File: src/rtl/fetch_decode_queue_if.sv
// ----------------------------------------------------------------------------
// fetch_decode_queue_if
//
// Purpose : Bundles the fetch-side and decode-side signals of the
//           fetch/decode instruction queue into one interface.
//
// Modports:
//   slave  - the queue itself (samples fetch_* and dec_ready_in, drives the
//            decode view, the field slices and the occupancy count)
//   master - the environment (fetch stage + decode unit) around the queue
//
// Signals:
//   fetch_valid_in     fetch presents an instruction
//   fetch_ready_out    queue accepts a push this cycle (= !full)
//   fetch_ins_in       fetched instruction word        [XLEN]
//   fetch_pc_in        PC of the fetched instruction   [XLEN]
//   dec_valid_out      head entry is valid (= !empty)
//   dec_ready_in       decode consumes the head this cycle
//   dec_ins_out        head instruction, NOP when empty [XLEN]
//   dec_pc_out         head PC, 0 when empty           [XLEN]
//   opcode_out .. rd_out  pre-split fields of dec_ins_out
//   ins_len_fault_out  head is a compressed (16-bit) encoding
//   count_out          current occupancy               [clog2(DEPTH)+1]
// ----------------------------------------------------------------------------
interface fetch_decode_queue_if #(
   parameter int XLEN  = 32,
   parameter int DEPTH = 4
);
   localparam int CW = $clog2(DEPTH) + 1;

   logic            fetch_valid_in;
   logic            fetch_ready_out;
   logic [XLEN-1:0] fetch_ins_in;
   logic [XLEN-1:0] fetch_pc_in;

   logic            dec_valid_out;
   logic            dec_ready_in;
   logic [XLEN-1:0] dec_ins_out;
   logic [XLEN-1:0] dec_pc_out;
   logic [4:0]      opcode_out;
   logic [2:0]      funct3_out;
   logic [6:0]      funct7_out;
   logic [4:0]      rs1_out;
   logic [4:0]      rs2_out;
   logic [4:0]      rd_out;
   logic            ins_len_fault_out;
   logic [CW-1:0]   count_out;

   modport slave (
      input  fetch_valid_in, fetch_ins_in, fetch_pc_in, dec_ready_in,
      output fetch_ready_out, dec_valid_out, dec_ins_out, dec_pc_out,
             opcode_out, funct3_out, funct7_out, rs1_out, rs2_out, rd_out,
             ins_len_fault_out, count_out
   );

   modport master (
      output fetch_valid_in, fetch_ins_in, fetch_pc_in, dec_ready_in,
      input  fetch_ready_out, dec_valid_out, dec_ins_out, dec_pc_out,
             opcode_out, funct3_out, funct7_out, rs1_out, rs2_out, rd_out,
             ins_len_fault_out, count_out
   );
endinterface

File: src/rtl/fetch_decode_queue.sv
// ----------------------------------------------------------------------------
// fetch_decode_queue
//
// Purpose : Instruction queue between fetch and decode. Buffers up to DEPTH
//           {pc, instruction} pairs, presents the oldest one to decode with
//           its RISC-V fields pre-split, absorbs decode stalls and drops all
//           contents on a pipeline flush.
//
//           First-word fall-through without bypass: an entry pushed into an
//           empty queue is visible on the decode side one cycle later, and no
//           combinational path exists from the fetch inputs to the decode
//           outputs.
//
// Ports:
//   clock_in   single clock, rising edge
//   reset_in   asynchronous, active-high reset
//   flush_in   synchronous flush; empties the queue at the next edge and
//              discards any push/pop of that cycle
//   bus        fetch_decode_queue_if.slave (fetch handshake, decode view,
//              field slices, length fault, occupancy)
// ----------------------------------------------------------------------------
module fetch_decode_queue #(
   parameter int DEPTH = 4,
   parameter int XLEN  = 32
) (
   input  logic                 clock_in,
   input  logic                 reset_in,
   input  logic                 flush_in,
   fetch_decode_queue_if.slave  bus
);

   localparam int PW = $clog2(DEPTH);
   localparam int CW = PW + 1;
   localparam logic [XLEN-1:0] NOP_INS = XLEN'(32'h0000_0013);

   // Pointer wrap relies on DEPTH being a power of two.
   if ((DEPTH < 2) || ((DEPTH & (DEPTH - 1)) != 0)) begin : g_depth_check
      $error("fetch_decode_queue: DEPTH must be a power of two >= 2");
   end

   logic [XLEN-1:0] ins_mem [DEPTH];
   logic [XLEN-1:0] pc_mem  [DEPTH];

   logic [PW-1:0] wr_ptr;
   logic [PW-1:0] rd_ptr;
   logic [CW-1:0] count;

   logic full;
   logic empty;
   logic push;
   logic pop;

   logic [XLEN-1:0] head_ins;
   logic [XLEN-1:0] head_pc;

   // Status comes only from the registered count, so ready/valid never
   // depend combinationally on the opposite side of the queue.
   assign full  = (count == CW'(DEPTH));
   assign empty = (count == '0);

   // A full queue refuses a push even when a pop happens in the same cycle;
   // ready reappears only once the lower count has been registered.
   assign push = bus.fetch_valid_in && !full;
   assign pop  = bus.dec_ready_in   && !empty;

   // NOTE: sequential state is updated with non-blocking assignments so every
   // register samples the pre-edge values of the others.
   always_ff @(posedge clock_in or posedge reset_in) begin
      if (reset_in) begin
         wr_ptr <= '0;
         rd_ptr <= '0;
         count  <= '0;
      end else if (flush_in) begin
         // Flush wins over any handshake in the same cycle.
         wr_ptr <= '0;
         rd_ptr <= '0;
         count  <= '0;
      end else begin
         if (push) begin
            wr_ptr <= wr_ptr + 1'b1;
         end
         if (pop) begin
            rd_ptr <= rd_ptr + 1'b1;
         end
         case ({push, pop})
            2'b10:   count <= count + 1'b1;
            2'b01:   count <= count - 1'b1;
            default: count <= count;
         endcase
      end
   end

   // NOTE: the storage array has no reset; its contents are never visible
   // while the count says the slot is empty, so resetting it would only cost
   // flops and routing.
   always_ff @(posedge clock_in) begin
      if (push && !flush_in) begin
         ins_mem[wr_ptr] <= bus.fetch_ins_in;
         pc_mem[wr_ptr]  <= bus.fetch_pc_in;
      end
   end

   // NOTE: every signal driven from always_comb gets a default first, so no
   // path through the block can leave it unassigned and infer a latch.
   always_comb begin
      head_ins = NOP_INS;
      head_pc  = '0;
      if (!empty) begin
         head_ins = ins_mem[rd_ptr];
         head_pc  = pc_mem[rd_ptr];
      end
   end

   assign bus.fetch_ready_out = !full;
   assign bus.dec_valid_out   = !empty;
   assign bus.dec_ins_out     = head_ins;
   assign bus.dec_pc_out      = head_pc;
   assign bus.count_out       = count;

   // Field slices follow dec_ins_out, so an empty queue decodes as the NOP.
   assign bus.opcode_out = head_ins[6:2];
   assign bus.funct3_out = head_ins[14:12];
   assign bus.funct7_out = head_ins[31:25];
   assign bus.rs1_out    = head_ins[19:15];
   assign bus.rs2_out    = head_ins[24:20];
   assign bus.rd_out     = head_ins[11:7];

   // Compressed encodings (low bits != 2'b11) are not supported downstream.
   assign bus.ins_len_fault_out = !empty && (head_ins[1:0] != 2'b11);

endmodule
File: src/flat_wrapper.sv
// flat-port wrapper written by rule: the top's interface ports become plain ports
module fetch_decode_queue_flat 
#(
   parameter int DEPTH = 4,
   parameter int XLEN  = 32
)
  (clock_in, reset_in, flush_in, bus_fetch_valid_in, bus_fetch_ins_in, bus_fetch_pc_in, bus_dec_ready_in, bus_fetch_ready_out, bus_dec_valid_out, bus_dec_ins_out, bus_dec_pc_out, bus_opcode_out, bus_funct3_out, bus_funct7_out, bus_rs1_out, bus_rs2_out, bus_rd_out, bus_ins_len_fault_out, bus_count_out);
  fetch_decode_queue_if #(.XLEN(XLEN), .DEPTH(DEPTH)) bus_i ();
  input  logic clock_in;
  input  logic reset_in;
  input  logic flush_in;
  input wire logic [$bits(bus_i.fetch_valid_in)-1:0] bus_fetch_valid_in;
  input wire logic [$bits(bus_i.fetch_ins_in)-1:0] bus_fetch_ins_in;
  input wire logic [$bits(bus_i.fetch_pc_in)-1:0] bus_fetch_pc_in;
  input wire logic [$bits(bus_i.dec_ready_in)-1:0] bus_dec_ready_in;
  output wire logic [$bits(bus_i.fetch_ready_out)-1:0] bus_fetch_ready_out;
  output wire logic [$bits(bus_i.dec_valid_out)-1:0] bus_dec_valid_out;
  output wire logic [$bits(bus_i.dec_ins_out)-1:0] bus_dec_ins_out;
  output wire logic [$bits(bus_i.dec_pc_out)-1:0] bus_dec_pc_out;
  output wire logic [$bits(bus_i.opcode_out)-1:0] bus_opcode_out;
  output wire logic [$bits(bus_i.funct3_out)-1:0] bus_funct3_out;
  output wire logic [$bits(bus_i.funct7_out)-1:0] bus_funct7_out;
  output wire logic [$bits(bus_i.rs1_out)-1:0] bus_rs1_out;
  output wire logic [$bits(bus_i.rs2_out)-1:0] bus_rs2_out;
  output wire logic [$bits(bus_i.rd_out)-1:0] bus_rd_out;
  output wire logic [$bits(bus_i.ins_len_fault_out)-1:0] bus_ins_len_fault_out;
  output wire logic [$bits(bus_i.count_out)-1:0] bus_count_out;
  assign bus_i.fetch_valid_in = bus_fetch_valid_in;
  assign bus_i.fetch_ins_in = bus_fetch_ins_in;
  assign bus_i.fetch_pc_in = bus_fetch_pc_in;
  assign bus_i.dec_ready_in = bus_dec_ready_in;
  assign bus_fetch_ready_out = bus_i.fetch_ready_out;
  assign bus_dec_valid_out = bus_i.dec_valid_out;
  assign bus_dec_ins_out = bus_i.dec_ins_out;
  assign bus_dec_pc_out = bus_i.dec_pc_out;
  assign bus_opcode_out = bus_i.opcode_out;
  assign bus_funct3_out = bus_i.funct3_out;
  assign bus_funct7_out = bus_i.funct7_out;
  assign bus_rs1_out = bus_i.rs1_out;
  assign bus_rs2_out = bus_i.rs2_out;
  assign bus_rd_out = bus_i.rd_out;
  assign bus_ins_len_fault_out = bus_i.ins_len_fault_out;
  assign bus_count_out = bus_i.count_out;
  fetch_decode_queue #(.DEPTH(DEPTH), .XLEN(XLEN)) u_core (.clock_in(clock_in), .reset_in(reset_in), .flush_in(flush_in), .bus(bus_i));
endmodule
File: config.mk
export PLATFORM = sky130hd
export DESIGN_NAME = fetch_decode_queue_flat
export DESIGN_NICKNAME = d
export VERILOG_FILES = /design/src/rtl/fetch_decode_queue_if.sv /design/src/rtl/fetch_decode_queue.sv /design/src/flat_wrapper.sv
export SDC_FILE = /design/constraint.sdc
export NUM_CORES = 1
export LEC_CHECK = 0
export ABC_AREA = 1
export BUFFER_PORTS_ARGS = -buffer_cell sky130_fd_sc_hd__buf_2
export CORE_MARGIN = 5
export CORE_UTILIZATION = 63
export CTS_BUF_LIST = sky130_fd_sc_hd__clkbuf_4 sky130_fd_sc_hd__clkbuf_8
export CTS_CLUSTER_SIZE = 16
export DETAILED_ROUTE_END_ITERATION = 8
export PLACE_DENSITY = 0.86
export SLEW_MARGIN = 15
export SYNTH_ARGS = -nofsm -noshare
export SYNTH_HDL_FRONTEND = slang
export SYNTH_SLANG_ARGS = --single-unit
File: constraint.sdc
create_clock -name clock_in -period 10.53 [get_ports clock_in]
set_input_delay 3.159 -clock clock_in [delete_from_list [all_inputs] [get_ports clock_in]]
set_output_delay 3.159 -clock clock_in [all_outputs]
set_load 0.02 [all_outputs]
==> results by group <==
Timing
  – Final setup viols: 0
  – Post-route setup TNS: 0 ps
  – Slew @ Worst Pin: 994 ps
  – RSZ-0062 raised after global routing: false
  – Final Max Slew Viols: 0
  – F_max: 156 MHz
  – Final Skew: 14.5 ps
  – Final Hold Fails: 0
  – Period utilization: 0.609
  – Fin crit period: 6410 ps
  – Worst slew margin: 0.337

Clocking
  – H-tree Lvls: 2
  – CTS clk-pin slew, worst paths: 60 ps
  – Latest clock arrival within the worst-skew pair: 520 ps
  – Max Buffers Root-to-Sink: 3
  – Clock Sinks: 263
  – CTS Buf Count: 41
  – Hold Buf Count CTS: 0
  – Clock Root Buffer: clkbuf_8
  – Cts repair resizes: 0
  – CTS tree: done
  – Post-CTS Setup Inserts: 0

Finish
  – Synth-to-Final Area Change: 14.3%
  – Commonest non-fill, non-tap cell in the layout: edfxtp_1
  – Post-Layout Cell Count: 1,242
  – Most frequent cells in the layout: edfxtp_1, nor2_1, buf_2
  – Register Area: 7870 sq um
  – Multi-input gate area: 2200 sq um
  – Share of cells above drive strength 1: 0.243
  – Final net count: 1,064
  – Fillers: 1,052

Power
  – Combinational fraction of design power: 0.361
  – Internal Power: 1950 uW
  – Sequential Power Share: 0.391
  – Clock share of power: 0.248
  – Net Sw Frac: 0.390
  – Power per Cell Area: 264 nW/um^2
  – Sw power: 1250 uW
  – Leak: 0.00456 uW
  – Peak supply drop: 213 uV

Place
  – Placed Cells: 1,167
  – GP Congestion: 0.798
  – I/O Buffers: 168
  – Post-DP HPWL: 12,100 um

Logic synthesis
  – Mean Syn Cell Area: 12.5 sq um
  – Synthesized instance count: 848
  – Area of the mapped netlist: 10,600 sq um
  – Post-Synth Simple-Gate Area: 0.104
  – Unique masters post-synth: 23
  – Synth Area in XOR/XNOR: 0.000828
  – #FFs+latches synth: 263
  – Mapped Nets: 922
  – Synth area leader: edfxtp_1
  – Adder-cell share of the synthesized area: 0.00663
  – Synth top area share: 0.727
  – YS warnings: 0
  – Synth Area in Compound Gates: 0.0936
  – Mux contribution to synthesized area: 0
  – Main area contributors after synthesis: edfxtp_1, nor2_1, o21ai_0, a21oi_1, buf_4
  – Largest family of logic cells by synthesized area: simple AND/OR/NAND/NOR gates
  – Seq/Total Area, Yosys: 0.743

Global route
  – GRT Total Usage: 0.218
  – Number of global-route vias before repair: 6,690
  – Largest net degree at the start of global routing: 111
  – First-pass GRT wire length: 33,700 um
  – Total congestion overflow: 0
  – Initial antenna violation count: 2

Routing
  – ANT nets after route: 0
  – Total Wirelength: 21,900 um
  – First drt pass iteration count: 5
  – Vias/cell: 5.58
  – Routed via count: 6,933
  – Avg WL per Cell: 17.6 um
  – # DRC: 0
  – DRT iter0 DRCs: 653

Run status
  – Status: completed

Setup path
  – Max FO, Critical Path: 110
  – Setup Crit Path Kind: flip-flop to output port
  – CP delay by family, top: buffers and inverters
  – Worst Path Arrival: 3250 ps
  – Critical path buffer and inverter count: 3
  – Req. time, crit path: 7370 ps
  – Slowest cell on crit path: buf_4
  – Crit-path cells: clkinv_2, buf_4, nor2_1, o311ai_0, buf_2
  – Crit path launch type: flip-flop
  – Largest stage delay on the critical path: 800 ps
  – Worst Setup End Kind: output port

Floorplan
  – FP Rows: 47
  – DIE WIDTH: 140 um
  – DIE AREA: 19,500 sq um
  – Die Y: 140 um
  – Io pins: 169
  – Core Footprint: 16,500 sq um
  – Initial Util: 0.640

Run
  – Max Cap Violations: 0

Min path
  – Hold WC Path Type: flip-flop to flip-flop
kinds of logic after synthesis:
kind of cell | count (synthesis)
flip-flops | 263
XOR/XNOR | 1
buffers and inverters | 94
adder cells (fa/ha/maj) | 5
AND/OR/NAND/NOR | 288
AO/OA/AOI/OAI | 197
registers in the layout (all words and copies together) (netlist names):
register              flops
u_core.wr_ptr             2
u_core.rd_ptr             2
u_core.bus.count_out      3
u_core.pc_mem           128
u_core.ins_mem          128
layer usage:
metal	track usage	up-vias	part of all wire
li1	-	3242	-
met1	0.283	3307	0.39
met2	0.370	334	0.50
met5	0	-	0.0012
met4	0.0775	4	0.020
met3	0.0467	46	0.095
power by group through the flow:
stage / Combinational (uW) / Sequential, uW / Clock (uW)
detailed placement: 1160 / 1270 / 0
finish: 1150 / 1250 / 793
CTS: 1160 / 1250 / 806
global placement: 1140 / 1270 / 0
floorplan: 889 / 1260 / 0
global route: 1250 / 1250 / 858
layout make-up:
| type | count | area share |
|---|---|---|
| inverters | 16 | 0.00507 |
| multi-input cells | 491 | 0.182 |
| clock buffers | 50 | 0.0533 |
| repair buffers | 177 | 0.0752 |
| diodes | 1 | 0.000207 |
| well taps | 220 | 0.0228 |
| clock inverters | 24 | 0.0106 |
| flip-flops and latches | 263 | 0.651 |
through the flow:
| stage | power (uW) | hold slack [ps] | area [sq um] | utilization | setup WS (ps) |
|---|---|---|---|---|---|
| finish | 3200 | 571 | 12100 | 0.731 | 4120 |
| global route | 3360 | 639 | 12100 | 0.731 | 3920 |
| CTS | 3220 | 580 | 12100 | 0.731 | 4100 |
| detailed placement | 2430 | 563 | 11300 | 0.684 | 4660 |
| global placement | 2400 | 553 | 11300 | 0.684 | 4690 |
| floorplan | 2150 | 579 | 10600 | - | 3970 |
worst paths after layout:
path                                                            end  cells after the start  slack [ps]                           startpoint
worst max-delay path                              bus_opcode_out[2]                      5        4120         u_core.rd_ptr[0]$_DFFE_PP0P_
worst max register to register        u_core.pc_mem[1][4]$_DFFE_PP_                      7        7900  u_core.bus.count_out[0]$_DFFE_PP0P_
worst min register to register  u_core.bus.count_out[1]$_DFFE_PP0P_                      2         570  u_core.bus.count_out[1]$_DFFE_PP0P_
worst min-delay path            u_core.bus.count_out[1]$_DFFE_PP0P_                      2         570  u_core.bus.count_out[1]$_DFFE_PP0P_
max in group asynchronous              u_core.rd_ptr[0]$_DFFE_PP0P_                      2        7720                             reset_in
min in group asynchronous              u_core.rd_ptr[0]$_DFFE_PP0P_                      2        2560                             reset_in
synth_stat cells:
master      n
inv_2       3
edfxtp_1  256
nor2_1    253
o311ai_0    1
clkbuf_1   13
buf_4      43
fa_1        1
buf_1       7
buf_6       2
nand3_1     5
clkinv_1    1
nand2_1    26
o21ai_1     4
xnor2_1     1
nor2_2      1
dfrtp_1     7
a21oi_1    68
buf_2      13
ha_1        4
o21ai_0   124
inv_1      12
nand2_2     2
nand3b_1    1
tightest hold or removal path: stages (launching register included):
cell and delay [ps]:
dfrtp_1 410, nand2_1 70, nand2_1 50
Power figures use the tool's default switching activity.
